==> src/rtl/cpu_pkg.sv <==
// rtl/cpu_pkg.sv - shared CPU pipeline widths, opcodes and instruction field helpers
// Contents:
//   DATA_W/RA_W/OPC_W/PC_W : default datapath widths
//   LOAD_OPC/BR_OPC        : default load and branch-if-equal opcodes
//   inst_opc/inst_src1/inst_src2/inst_dest : slice fields out of [opc|src1|src2|dest]
package cpu_pkg;

    localparam int DATA_W = 16;
    localparam int RA_W   = 4;
    localparam int OPC_W  = 4;
    localparam int PC_W   = 12;

    localparam logic [3:0] LOAD_OPC = 4'hA;
    localparam logic [3:0] BR_OPC   = 4'hB;

    // Generic field extractor; callers cast the result to the field width.
    function automatic logic [31:0] inst_field(input logic [63:0] inst, input int lsb,
                                               input int width);
        logic [63:0] mask;
        mask = (64'd1 << width) - 64'd1;
        return 32'((inst >> lsb) & mask);
    endfunction

    function automatic logic [31:0] inst_opc(input logic [63:0] inst, input int ra_w,
                                             input int opc_w);
        return inst_field(inst, 3 * ra_w, opc_w);
    endfunction

    function automatic logic [31:0] inst_src1(input logic [63:0] inst, input int ra_w);
        return inst_field(inst, 2 * ra_w, ra_w);
    endfunction

    function automatic logic [31:0] inst_src2(input logic [63:0] inst, input int ra_w);
        return inst_field(inst, ra_w, ra_w);
    endfunction

    function automatic logic [31:0] inst_dest(input logic [63:0] inst, input int ra_w);
        return inst_field(inst, 0, ra_w);
    endfunction

endpackage

==> src/rtl/decode_pipe_stage_if.sv <==
// rtl/decode_pipe_stage_if.sv - fetch/writeback/forward/execute signal bundle of the decode stage
// Signals:
//   fetch side   : in_valid, in_ready, inst, pc, imm_sel
//   writeback    : wb_en, wb_addr, wb_data
//   forward      : fwd_valid, fwd_addr, fwd_data
//   execute side : ex_stall, out_valid, out_opc, out_dest, out_src1, out_src2, out_pc
//   redirect     : br_taken, br_target
// Modports: slave = decode stage, master = surrounding pipeline.
interface decode_pipe_stage_if #(
    parameter int DATA_W = 16,
    parameter int RA_W   = 4,
    parameter int OPC_W  = 4,
    parameter int PC_W   = 12
);
    localparam int INST_W = OPC_W + 3 * RA_W;

    logic              in_valid;
    logic              in_ready;
    logic [INST_W-1:0] inst;
    logic [PC_W-1:0]   pc;
    logic              imm_sel;
    logic              wb_en;
    logic [RA_W-1:0]   wb_addr;
    logic [DATA_W-1:0] wb_data;
    logic              fwd_valid;
    logic [RA_W-1:0]   fwd_addr;
    logic [DATA_W-1:0] fwd_data;
    logic              ex_stall;
    logic              out_valid;
    logic [OPC_W-1:0]  out_opc;
    logic [RA_W-1:0]   out_dest;
    logic [DATA_W-1:0] out_src1;
    logic [DATA_W-1:0] out_src2;
    logic [PC_W-1:0]   out_pc;
    logic              br_taken;
    logic [PC_W-1:0]   br_target;

    modport slave (
        input  in_valid, inst, pc, imm_sel,
        input  wb_en, wb_addr, wb_data,
        input  fwd_valid, fwd_addr, fwd_data,
        input  ex_stall,
        output in_ready,
        output out_valid, out_opc, out_dest, out_src1, out_src2, out_pc,
        output br_taken, br_target
    );

    modport master (
        output in_valid, inst, pc, imm_sel,
        output wb_en, wb_addr, wb_data,
        output fwd_valid, fwd_addr, fwd_data,
        output ex_stall,
        input  in_ready,
        input  out_valid, out_opc, out_dest, out_src1, out_src2, out_pc,
        input  br_taken, br_target
    );

endinterface

==> src/rtl/regfile_2r1w.sv <==
// rtl/regfile_2r1w.sv - 2-read/1-write register file, R0 hardwired to zero
// Ports:
//   clk, reset         : clock, synchronous active-high reset (clears every register)
//   we_i/waddr_i/wdata_i : synchronous write port; writes to R0 are dropped
//   raddr1_i/rdata1_o  : asynchronous read port 1
//   raddr2_i/rdata2_o  : asynchronous read port 2
module regfile_2r1w #(
    parameter int DATA_W = 16,
    parameter int RA_W   = 4
) (
    input  logic              clk,
    input  logic              reset,
    input  logic              we_i,
    input  logic [RA_W-1:0]   waddr_i,
    input  logic [DATA_W-1:0] wdata_i,
    input  logic [RA_W-1:0]   raddr1_i,
    output logic [DATA_W-1:0] rdata1_o,
    input  logic [RA_W-1:0]   raddr2_i,
    output logic [DATA_W-1:0] rdata2_o
);

    logic [DATA_W-1:0] mem_q [2**RA_W];

    always_ff @(posedge clk) begin
        if (reset) begin
            for (int i = 0; i < 2**RA_W; i++) begin
                mem_q[i] <= '0;
            end
        end else if (we_i && (waddr_i != '0)) begin
            mem_q[waddr_i] <= wdata_i;
        end
    end

    assign rdata1_o = (raddr1_i == '0) ? '0 : mem_q[raddr1_i];
    assign rdata2_o = (raddr2_i == '0) ? '0 : mem_q[raddr2_i];

endmodule

==> src/rtl/decode_pipe_stage.sv <==
// rtl/decode_pipe_stage.sv - in-order CPU decode stage with operand select, hazards and D/E register
// Ports:
//   clk, reset : clock, synchronous active-high reset
//   dp         : decode_pipe_stage_if.slave (fetch handshake, writeback, forward,
//                execute stall, D/E outputs, branch redirect)
// Build option: DECODE_BYPASS_EN defined -> writeback data bypasses into operand select;
//   undefined -> a writeback hitting a used source stalls decode one cycle instead.
module decode_pipe_stage #(
    parameter int               DATA_W   = cpu_pkg::DATA_W,
    parameter int               RA_W     = cpu_pkg::RA_W,
    parameter int               OPC_W    = cpu_pkg::OPC_W,
    parameter int               PC_W     = cpu_pkg::PC_W,
    parameter logic [OPC_W-1:0] LOAD_OPC = cpu_pkg::LOAD_OPC,
    parameter logic [OPC_W-1:0] BR_OPC   = cpu_pkg::BR_OPC
) (
    input  logic              clk,
    input  logic              reset,
    decode_pipe_stage_if.slave dp
);
    import cpu_pkg::*;

    logic [OPC_W-1:0]  f_opc;
    logic [RA_W-1:0]   f_src1;
    logic [RA_W-1:0]   f_src2;
    logic [RA_W-1:0]   f_dest;
    logic [DATA_W-1:0] rf_rd1;
    logic [DATA_W-1:0] rf_rd2;
    logic [DATA_W-1:0] op1;
    logic [DATA_W-1:0] op2_reg;
    logic [DATA_W-1:0] op2;
    logic [PC_W-1:0]   dest_sext;
    logic              load_use;
    logic              wb_stall;
    logic              hazard;
    logic              br_hit;

    logic              out_valid_q, out_valid_d;
    logic              br_taken_q,  br_taken_d;
    logic              squash_q,    squash_d;
    logic [OPC_W-1:0]  out_opc_q,   out_opc_d;
    logic [RA_W-1:0]   out_dest_q,  out_dest_d;
    logic [DATA_W-1:0] out_src1_q,  out_src1_d;
    logic [DATA_W-1:0] out_src2_q,  out_src2_d;
    logic [PC_W-1:0]   out_pc_q,    out_pc_d;
    logic [PC_W-1:0]   br_target_q, br_target_d;

    assign f_opc  = OPC_W'(inst_opc(64'(dp.inst), RA_W, OPC_W));
    assign f_src1 = RA_W'(inst_src1(64'(dp.inst), RA_W));
    assign f_src2 = RA_W'(inst_src2(64'(dp.inst), RA_W));
    assign f_dest = RA_W'(inst_dest(64'(dp.inst), RA_W));

    regfile_2r1w #(
        .DATA_W (DATA_W),
        .RA_W   (RA_W)
    ) u_regfile (
        .clk      (clk),
        .reset    (reset),
        .we_i     (dp.wb_en),
        .waddr_i  (dp.wb_addr),
        .wdata_i  (dp.wb_data),
        .raddr1_i (f_src1),
        .rdata1_o (rf_rd1),
        .raddr2_i (f_src2),
        .rdata2_o (rf_rd2)
    );

    // Operand select: R0, then execute forward, then (optionally) writeback, then array.
    always_comb begin
        op1 = rf_rd1;
        if (f_src1 == '0) begin
            op1 = '0;
        end else if (dp.fwd_valid && (dp.fwd_addr == f_src1)) begin
            op1 = dp.fwd_data;
`ifdef DECODE_BYPASS_EN
        end else if (dp.wb_en && (dp.wb_addr == f_src1)) begin
            op1 = dp.wb_data;
`endif
        end
    end

    always_comb begin
        op2_reg = rf_rd2;
        if (f_src2 == '0) begin
            op2_reg = '0;
        end else if (dp.fwd_valid && (dp.fwd_addr == f_src2)) begin
            op2_reg = dp.fwd_data;
`ifdef DECODE_BYPASS_EN
        end else if (dp.wb_en && (dp.wb_addr == f_src2)) begin
            op2_reg = dp.wb_data;
`endif
        end
    end

    assign op2 = dp.imm_sel ? DATA_W'(f_src2) : op2_reg;

    // A load sitting in D/E has no data yet; a consumer must wait one cycle for forwarding.
    assign load_use = out_valid_q && (out_opc_q == LOAD_OPC) && (out_dest_q != '0) &&
                      ((out_dest_q == f_src1) || (!dp.imm_sel && (out_dest_q == f_src2)));

`ifdef DECODE_BYPASS_EN
    assign wb_stall = 1'b0;
`else
    // Without the bypass the array only shows the written value after the edge.
    assign wb_stall = dp.in_valid && dp.wb_en && (dp.wb_addr != '0) &&
                      ((dp.wb_addr == f_src1) || (!dp.imm_sel && (dp.wb_addr == f_src2)));
`endif

    assign hazard      = load_use || wb_stall;
    assign dp.in_ready = !dp.ex_stall && !hazard;
    assign br_hit      = (f_opc == BR_OPC) && (op1 == op2);
    assign dest_sext   = {{(PC_W - RA_W){f_dest[RA_W-1]}}, f_dest};

    always_comb begin
        out_valid_d = out_valid_q;
        br_taken_d  = br_taken_q;
        squash_d    = squash_q;
        out_opc_d   = out_opc_q;
        out_dest_d  = out_dest_q;
        out_src1_d  = out_src1_q;
        out_src2_d  = out_src2_q;
        out_pc_d    = out_pc_q;
        br_target_d = br_target_q;
        // ex_stall leaves every default (hold) in place.
        if (!dp.ex_stall) begin
            if (hazard || !dp.in_valid) begin
                out_valid_d = 1'b0;
                br_taken_d  = 1'b0;
            end else begin
                // Accepted; a pending squash kills this one, which also clears the squash.
                out_valid_d = !squash_q;
                out_opc_d   = f_opc;
                out_dest_d  = f_dest;
                out_src1_d  = op1;
                out_src2_d  = op2;
                out_pc_d    = dp.pc;
                br_taken_d  = !squash_q && br_hit;
                squash_d    = !squash_q && br_hit;
                if (!squash_q && br_hit) begin
                    br_target_d = dp.pc + dest_sext;
                end
            end
        end
    end

    always_ff @(posedge clk) begin
        if (reset) begin
            out_valid_q <= 1'b0;
            br_taken_q  <= 1'b0;
            squash_q    <= 1'b0;
            out_opc_q   <= '0;
            out_dest_q  <= '0;
            out_src1_q  <= '0;
            out_src2_q  <= '0;
            out_pc_q    <= '0;
            br_target_q <= '0;
        end else begin
            out_valid_q <= out_valid_d;
            br_taken_q  <= br_taken_d;
            squash_q    <= squash_d;
            out_opc_q   <= out_opc_d;
            out_dest_q  <= out_dest_d;
            out_src1_q  <= out_src1_d;
            out_src2_q  <= out_src2_d;
            out_pc_q    <= out_pc_d;
            br_target_q <= br_target_d;
        end
    end

    assign dp.out_valid = out_valid_q;
    assign dp.out_opc   = out_opc_q;
    assign dp.out_dest  = out_dest_q;
    assign dp.out_src1  = out_src1_q;
    assign dp.out_src2  = out_src2_q;
    assign dp.out_pc    = out_pc_q;
    assign dp.br_taken  = br_taken_q;
    assign dp.br_target = br_target_q;

endmodule

==> src/flat_wrapper.sv <==
// flat-port wrapper written by rule: the top's interface ports become plain ports
module decode_pipe_stage_flat import cpu_pkg::*;
#(
    parameter int               DATA_W   = cpu_pkg::DATA_W,
    parameter int               RA_W     = cpu_pkg::RA_W,
    parameter int               OPC_W    = cpu_pkg::OPC_W,
    parameter int               PC_W     = cpu_pkg::PC_W,
    parameter logic [OPC_W-1:0] LOAD_OPC = cpu_pkg::LOAD_OPC,
    parameter logic [OPC_W-1:0] BR_OPC   = cpu_pkg::BR_OPC
)
  (clk, reset, dp_in_valid, dp_inst, dp_pc, dp_imm_sel, dp_wb_en, dp_wb_addr, dp_wb_data, dp_fwd_valid, dp_fwd_addr, dp_fwd_data, dp_ex_stall, dp_in_ready, dp_out_valid, dp_out_opc, dp_out_dest, dp_out_src1, dp_out_src2, dp_out_pc, dp_br_taken, dp_br_target);
  decode_pipe_stage_if #(.DATA_W(DATA_W), .RA_W(RA_W), .OPC_W(OPC_W), .PC_W(PC_W)) dp_i ();
  input  logic clk;
  input  logic reset;
  input wire logic [$bits(dp_i.in_valid)-1:0] dp_in_valid;
  input wire logic [$bits(dp_i.inst)-1:0] dp_inst;
  input wire logic [$bits(dp_i.pc)-1:0] dp_pc;
  input wire logic [$bits(dp_i.imm_sel)-1:0] dp_imm_sel;
  input wire logic [$bits(dp_i.wb_en)-1:0] dp_wb_en;
  input wire logic [$bits(dp_i.wb_addr)-1:0] dp_wb_addr;
  input wire logic [$bits(dp_i.wb_data)-1:0] dp_wb_data;
  input wire logic [$bits(dp_i.fwd_valid)-1:0] dp_fwd_valid;
  input wire logic [$bits(dp_i.fwd_addr)-1:0] dp_fwd_addr;
  input wire logic [$bits(dp_i.fwd_data)-1:0] dp_fwd_data;
  input wire logic [$bits(dp_i.ex_stall)-1:0] dp_ex_stall;
  output wire logic [$bits(dp_i.in_ready)-1:0] dp_in_ready;
  output wire logic [$bits(dp_i.out_valid)-1:0] dp_out_valid;
  output wire logic [$bits(dp_i.out_opc)-1:0] dp_out_opc;
  output wire logic [$bits(dp_i.out_dest)-1:0] dp_out_dest;
  output wire logic [$bits(dp_i.out_src1)-1:0] dp_out_src1;
  output wire logic [$bits(dp_i.out_src2)-1:0] dp_out_src2;
  output wire logic [$bits(dp_i.out_pc)-1:0] dp_out_pc;
  output wire logic [$bits(dp_i.br_taken)-1:0] dp_br_taken;
  output wire logic [$bits(dp_i.br_target)-1:0] dp_br_target;
  assign dp_i.in_valid = dp_in_valid;
  assign dp_i.inst = dp_inst;
  assign dp_i.pc = dp_pc;
  assign dp_i.imm_sel = dp_imm_sel;
  assign dp_i.wb_en = dp_wb_en;
  assign dp_i.wb_addr = dp_wb_addr;
  assign dp_i.wb_data = dp_wb_data;
  assign dp_i.fwd_valid = dp_fwd_valid;
  assign dp_i.fwd_addr = dp_fwd_addr;
  assign dp_i.fwd_data = dp_fwd_data;
  assign dp_i.ex_stall = dp_ex_stall;
  assign dp_in_ready = dp_i.in_ready;
  assign dp_out_valid = dp_i.out_valid;
  assign dp_out_opc = dp_i.out_opc;
  assign dp_out_dest = dp_i.out_dest;
  assign dp_out_src1 = dp_i.out_src1;
  assign dp_out_src2 = dp_i.out_src2;
  assign dp_out_pc = dp_i.out_pc;
  assign dp_br_taken = dp_i.br_taken;
  assign dp_br_target = dp_i.br_target;
  decode_pipe_stage #(.DATA_W(DATA_W), .RA_W(RA_W), .OPC_W(OPC_W), .PC_W(PC_W), .LOAD_OPC(LOAD_OPC), .BR_OPC(BR_OPC)) u_core (.clk(clk), .reset(reset), .dp(dp_i));
endmodule
==> config.mk <==
export PLATFORM = sky130hd
export DESIGN_NAME = decode_pipe_stage_flat
export DESIGN_NICKNAME = d
export VERILOG_FILES = /design/src/rtl/cpu_pkg.sv /design/src/rtl/decode_pipe_stage_if.sv /design/src/rtl/regfile_2r1w.sv /design/src/rtl/decode_pipe_stage.sv /design/src/flat_wrapper.sv
export SDC_FILE = /design/constraint.sdc
export NUM_CORES = 1
export LEC_CHECK = 0
export ABC_AREA = 0
export BUFFER_PORTS_ARGS = -buffer_cell sky130_fd_sc_hd__buf_2
export CORE_ASPECT_RATIO = 1.2
export CORE_MARGIN = 5
export CORE_UTILIZATION = 30
export DETAILED_ROUTE_END_ITERATION = 7
export HOLD_SLACK_MARGIN = 0.12
export SLEW_MARGIN = 20
export SYNTH_ARGS = -nofsm -noshare
export SYNTH_HDL_FRONTEND = slang
export SYNTH_SLANG_ARGS = --single-unit
==> constraint.sdc <==
create_clock -name clk -period 5.29 [get_ports clk]
set_input_delay 0.7935 -clock clk [delete_from_list [all_inputs] [get_ports clk]]
set_output_delay 0.7935 -clock clk [all_outputs]
set_load 0.01 [all_outputs]
==> summary.txt, run 1 <==
STA
  – Crit path time final: a little under 4 ns
  – Worst-Margin Slew: 0.954 ns
  – Worst rel slew slack: 0.364
  – Slew Limit Fails: 0
  – Final Hold Vio Count: 0
  – RSZ-0062 raised after global routing: false
  – Layout Skew: roughly 0.013 ns
  – Maximum clock frequency: between 200 and 300 MHz
  – Setup TNS: 0 ns
  – Final setup viols: 0
  – Tcrit/Tclk final: 0.737

Clocking
  – Cts bufs inserted: 29
  – CTS clk-pin slew, worst paths: about 0.06 ns
  – Root Driver: clkbuf_16
  – Resized Gates After CTS: 0
  – Depth of the CTS H-tree: 1
  – Post-CTS Setup Bufs: 0
  – # clock sinks: ~320
  – TritonCTS clock tree: done
  – Cts hold-fix bufs: 0
  – Clk Latency, worst-skew pair: roughly 0.58 ns
  – Bufs on Longest Clock Path: 3

Cells and area
  – Proportion of layout cells with a drive suffix above 1: 0.276
  – P&R area growth vs syn: 15.1%
  – Final core utilization: 0.347
  – Fin area: 20200 um2
  – Nets@finish: about 1.5k

Synthesis
  – Netlist cell types: slightly below 60
  – Post-synth EDFFs: roughly 260
  – Cell Area, Synth: around 18000 um2
  – Mapped Cells: 1291
  – Top FF cell, synth: edfxtp_1
  – Avg Synthesized Cell Area: roughly 14 um2
  – Synth Warn #: 0
  – #FFs+latches synth: about 320
  – Seq/Total Area, Yosys: 0.516
  – Async SR Flop Fraction: 0

Worst setup path
  – Crit path max-delay family: buffers and inverters
  – Crit-path max FO: 33
  – Largest stage delay on the critical path: 0.67 ns
  – Worst setup SP type: input port
  – Critical path endpoint category: flip-flop
  – Crit path cell chain: buf_4 -> buf_12 -> buf_4 -> mux4_2 -> mux2i_1 -> mux2i_1 -> a22o_1 -> and3b_1 -> o2111ai_1 -> or4_1 -> o31ai_1 -> a21oi_1
  – WP buf/inv: 3
  – WP data required: between 5 and 6 ns
  – Worst path slowest cell: or4_1
  – Crit path kind: input port to flip-flop
  – Worst EP arrival: 4.32 ns

Pwr
  – Peak supply drop: between 0.2 and 0.25 mV
  – Sequential share of power: 0.485
  – Net Sw Frac: 0.256
  – Leak: between 7 and 8 nW
  – NetSw: roughly 1.6 mW
  – Power Total: about 6.1 mW
  – Clock share of power: 0.365
  – Internal Power: roughly 4.5 mW
  – Power density over the cells: approximately 300 nW/um2
  – Comb pwr share: 0.150

Place
  – Area post-placement: roughly 19000 um2
  – Final GP Congestion: 0.841
  – Detailed Place HPWL: around 36000 um
  – IO Port Bufs: approximately 140

Detailed routing
  – # DRC: 0
  – DR vias: 11.6k
  – Initial DRC Count: just under 1k
  – WL/cell: 24.9 um
  – ANT nets after route: 0
  – Drt pass-1 iters: 6
  – Post-detailed-routing wire length: about 54000 um
  – Via/cell ratio: approximately 5.3

Global routing
  – Global route total overflow: 0
  – First-pass GRT wire length: between 70000 and 80000 um
  – Vias in the first global route: about 12k
  – Largest net degree at the start of global routing: a little over 70
  – Initial antenna violation count: 7
  – Gr usage total: 0.166

Die
  – DIE AREA: approximately 63000 um2
  – Starting Density: 0.301
  – Rows: 97
  – Die extent in y: between 200 and 300 um
  – I/O pin cnt: between 100 and 150
  – Core area: between 50000 and 60000 um2
  – Die width: ~230 um

Run
  – Maxcap violations: 0

Min path
  – Hold WC Path Type: flip-flop to flip-flop

Outcome
  – Outcome: finished clean
-- metrics by stage --
stage	cells	setup WS (ns)	hold WS, ns
floorplan	1306	1.48	0.450
global placement	2124	0.853	0.459
global route	2178	1.17	0.468
CTS	2178	1.40	0.451
detailed placement	2124	0.814	0.465
finish	2180	1.39	0.473
-- worst reg2reg max path, stage by stage (launching register included) --
cell,delay [ns]
edfxtp_1,0.39
mux4_2,0.54
mux4_2,0.50
a221o_1,0.37
nand3_1,0.17
nand4_1,0.16
or4_1,0.75
o31ai_1,0.34
a21oi_1,0.10
-- final timing paths --
check	start	to	slack [ns]	depth (start not counted)
hold / removal	u_core.dp.br_target[4]	u_core.dp.br_target[4]	0.47	2
setup reg to reg	u_core.u_regfile.mem_q[3][2]	u_core.dp.br_target[7]	1.81	8
hold reg to reg	u_core.dp.br_target[4]	u_core.dp.br_target[4]	0.47	2
setup / recovery	dp_inst[4]	u_core.dp.br_target[7]	1.39	12
-- cells by family after synthesis --
group / synth area share
DFF: 0.516
and+or+nand+nor: 0.145
xor gates and xnor gates: 0.0160
AOI/OAI and AO/OA: 0.0502
adders and majority gates: 0.00900
other: 0.000214
buffers and inverters: 0.0297
muxes: 0.235
-- layer usage --
metal | global-route usage | vias up | part of all wire
met3 | 0.0289 | 116 | 0.068
met4 | 0.0589 | 8 | 0.037
met5 | 0 | - | 0.0011
met1 | 0.192 | 5879 | 0.37
li1 | - | 5152 | -
met2 | 0.310 | 485 | 0.52
-- power groups by stage --
stage	logic, mW	clock network [mW]	registers (mW)
6_report	0.914	2.23	2.96
5_1_grt	0.976	2.37	2.97
2_1_floorplan	0.603	0	2.99
3_5_place_dp	0.914	0	3.01
3_3_place_gp	0.904	0	3.00
4_1_cts	0.916	2.27	2.96
-- area by class of cell --
class	count	area [um2]
diodes	2	5.00
clock buffers	34	744
clock inverters	20	243
fillers	5565	38000
inverters	13	48.8
multi-input cells	864	8050
flip-flops and latches	323	9030
well taps	742	928
repair buffers	182	1100
-- flip-flops by register name, indices dropped and copies added (netlist names) --
name                    count
u_core.dp.br_taken          1
u_core.dp.out_src2         16
u_core.dp.out_valid         1
u_core.dp.out_opc           4
u_core.dp.out_src1         16
u_core.u_regfile.mem_q    256
u_core.squash_q             1
u_core.dp.out_dest          4
u_core.dp.br_target        12
u_core.dp.out_pc           12
-- cell usage after synthesis (2+ instances only) --
cell	count	area, um2
o2111ai_1	3	26.3
nor3_1	8	40.0
inv_1	13	48.8
mux2i_1	87	871
buf_4	5	37.5
buf_2	32	160
o21ai_0	21	105
nand4_1	21	131
nor4_1	7	43.8
or2_2	15	93.8
dfxtp_1	67	1340
xor2_1	7	61.3
a22o_1	12	105
a211oi_1	5	37.5
o211ai_1	2	15.0
nand2_1	26	97.6
buf_6	2	22.5
edfxtp_1	256	7690
nand3b_1	2	15.0
clkbuf_1	62	233
a21boi_0	3	22.5
or3_1	2	12.5
nand4b_1	2	17.5
nor3_2	2	20.0
xnor2_1	25	219
a21boi_1	2	15.0
ha_1	11	138
and2_1	244	1530
a31oi_1	3	18.8
a311oi_1	14	123
buf_1	5	18.8
nor2_1	74	278
and4_1	3	26.3
nand2b_1	7	43.8
a21o_1	15	113
a21oi_1	27	135
nor2b_1	3	18.8
mux4_2	143	3220
o31ai_1	9	67.6
a221o_1	3	30.0
or4_1	2	15.0
nand3_1	20	100
and3_1	3	18.8
-- placed cells by master, fill, tap and decap left out, types with 27 or more instances in the layout --
cell type	instances
buf_4	40
a21oi_1	27
clkbuf_16	29
mux2i_1	87
nor2_1	74
and2_1	244
mux4_2	143
buf_2	136
edfxtp_1	256
dfxtp_1	67
Power figures use the tool's default switching activity.
==> run 2: changes to the inputs <==
--- a/config.mk
+++ b/config.mk
@@ -5,7 +5,7 @@
 export SDC_FILE = /design/constraint.sdc
 export NUM_CORES = 1
 export LEC_CHECK = 0
-export ABC_AREA = 0
+export ABC_AREA = 1
 export BUFFER_PORTS_ARGS = -buffer_cell sky130_fd_sc_hd__buf_2
 export CORE_ASPECT_RATIO = 1.2
 export CORE_MARGIN = 5
==> constraint.sdc (replaced) <==
create_clock -name clk -period 3.9 [get_ports clk]
set_input_delay 0.585 -clock clk [delete_from_list [all_inputs] [get_ports clk]]
set_output_delay 0.585 -clock clk [all_outputs]
set_load 0.01 [all_outputs]
==> summary.txt, run 2 <==
Place
  – Final GP Congestion: around 0.99
  – Detailed Place HPWL: roughly 48000 um
  – IO Port Bufs: roughly 140

Worst setup path
  – Worst EP arrival: 2.41 ns
  – Worst setup SP type: input port
  – Crit path max-delay family: buffers and inverters
  – Crit path kind: input port to primary output
  – Crit-path max FO: between 40 and 50
  – Critical path endpoint category: primary output
  – WP data required: approximately 3.3 ns
  – Most common cell on crit path: buf_2
  – WP buf/inv: 3
  – Largest stage delay on the critical path: ~0.54 ns
  – Worst path slowest cell: buf_4
  – Crit path cell chain: buf_2 -> buf_4 -> xnor2_1 -> nand4_1 -> a21oi_1 -> nor2_2 -> buf_2

Pwr
  – Leak: between 9 and 10 nW
  – Power Total: just under 9 mW
  – Peak supply drop: ~0.23 mV
  – Power density over the cells: ~400 nW/um2

Cells and area
  – Max reg flops: ~260
  – Reg with most FFs: u_core.u_regfile.mem_q
  – Nets@finish: between 2k and 3k
  – P&R area growth vs syn: 14.1%
  – Commonest cells after routing, fill and taps aside: 684 x nand2_1, 456 x nor2_1, 279 x inv_1, 256 x edfxtp_1, 230 x nand3_1
  – Commonest non-fill, non-tap cell in the layout: nand2_1
  – Proportion of layout cells with a drive suffix above 1: 0.109

Clocking
  – Post-CTS Setup Bufs: 0
  – Resized Gates After CTS: 0
  – Clk Latency, worst-skew pair: between 0.5 and 0.6 ns
  – Bufs on Longest Clock Path: 3
  – Depth of the CTS H-tree: 2
  – Root Driver: clkbuf_16
  – # clock sinks: 323
  – Cts hold-fix bufs: 0
  – Cts bufs inserted: 34
  – CTS clk-pin slew, worst paths: about 0.060 ns
  – TritonCTS clock tree: done

STA
  – Slew Limit Fails: 0
  – Layout Skew: 0.0228 ns
  – Setup TNS: 0 ns
  – Maximum clock frequency: between 300 and 400 MHz
  – Final Hold Vio Count: 0
  – Worst-Margin Slew: between 0.9 and 1 ns
  – RSZ-0062 raised after global routing: false
  – Crit path time final: ~3.0 ns
  – Final setup viols: 0
  – Tcrit/Tclk final: 0.769
  – Worst rel slew slack: 0.382

Synthesis
  – Post-synthesis compound-gate area fraction: 0.0996
  – Async SR Flop Fraction: 0
  – Mapped Cells: around 2.5k
  – #FFs+latches synth: between 300 and 400
  – Cell Area, Synth: between 15000 and 20000 um2
  – Mux contribution to synthesized area: 0
  – Avg Synthesized Cell Area: around 7.4 um2
  – Simple-gate portion of the synthesized area: 0.297
  – Post-synth EDFFs: around 260
  – Seq/Total Area, Yosys: 0.478
  – Xor and xnor area share after synthesis: 0.0102
  – Post-synth top cells: 684 x nand2_1, 456 x nor2_1, 281 x inv_1, 256 x edfxtp_1, 230 x nand3_1
  – Largest family of logic cells by synthesized area: simple AND/OR/NAND/NOR gates
  – Most frequent cell after synthesis: nand2_1
  – Post-synthesis adder-cell area fraction: 0.00835
  – Netlist cell types: 36
  – Synth Warn #: 0
  – Synth area leaders: edfxtp_1 41%, nand2_1 14%, nor2_1 9.1%
  – Post-synth top area share: 0.407
  – Dominant cell type by area after synthesis: edfxtp_1
  – Top FF cell, synth: edfxtp_1

Run
  – Maxcap violations: 0

Min path
  – Hold WC Path Type: input port to flip-flop

Detailed routing
  – Initial DRC Count: between 1.5k and 2k
  – DR vias: between 15k and 20k
  – Drt pass-1 iters: 5
  – ANT nets after route: 0
  – WL/cell: 19.6 um
  – Post-detailed-routing wire length: a little under 70000 um
  – # DRC: 0
  – Via/cell ratio: 4.97

Die
  – I/O pin cnt: approximately 140
  – Die extent in y: around 280 um
  – Die width: 239 um
  – Rows: 100
  – DIE AREA: approximately 68000 um2
  – Starting Density: 0.304
  – Core area: between 60000 and 70000 um2

Global routing
  – Global route total overflow: 0
  – Initial antenna violation count: 2
  – Vias in the first global route: between 15k and 20k
  – Gr usage total: 0.194
  – Largest net degree at the start of global routing: 97
  – First-pass GRT wire length: between 100000 and 150000 um

Outcome
  – Outcome: finished clean
[run 2: path summary, 6_finish.rpt]
check | from | end | slack, ns | cells past startpoint
min reg2reg | u_core.dp.out_opc[0] | u_core.dp.out_opc[0] | 0.47 | 2
max | dp_inst[9] | dp_in_ready | 0.90 | 7
max reg2reg | u_core.u_regfile.mem_q[15][5] | u_core.dp.br_target[6] | 1.37 | 15
min | dp_inst[13] | u_core.dp.out_opc[1] | 0.32 | 3
[run 2: worst min-delay path, cell delays in order]
cell and delay (ns):
buf_2 0.07, inv_1 0.05, a21oi_1 0.11
[run 2: kinds of logic (layout without fill, tap and decap cells)]
logic type,count (synthesis),count (layout)
flops,323,323
fa+ha+maj,12,12
buf+inv,451,566
xor+xnor,22,22
simple gates,1395,1395
other cells,1,17
compound gates,337,337
[run 2: final cells by class]
cell class / instances / area [um2]
Clock buffer: 37 / 883
Antenna cell: 1 / 2.50
Sequential cell: 323 / 9030
Multi-Input combinational cell: 1782 / 7910
Inverter: 290 / 1090
Timing Repair Buffer: 217 / 1400
Tap cell: 816 / 1020
Fill cell: 6485 / 40600
Clock inverter: 22 / 211
[run 2: metal layers]
metal	wire length (um)	vias to the layer above	global-route usage
met1	26800	8006	0.245
met2	32500	792	0.325
met5	13	-	0
met3	5090	158	0.0272
met4	3990	2	0.0962
li1	-	8372	-
[run 2: per-stage QoR]
step,util,instance area (um2),setup WS [ns],hold slack (ns),std cells
finish,0.346,21500,0.901,0.319,3488
floorplan,-,18900,1.43,0.439,2556
CTS,0.346,21500,0.945,0.300,3487
global route,0.346,21500,0.753,0.318,3487
detailed placement,0.329,20400,0.460,0.459,3428
global placement,0.329,20400,0.476,0.455,3428
[run 2: power breakdown]
group	internal (mW)	switching (mW)	leakage, nW
sequential	3.91	0.0798	2.99
clock	1.90	1.42	0.530
combinational	0.427	1.04	6.44
total	6.24	2.55	9.96
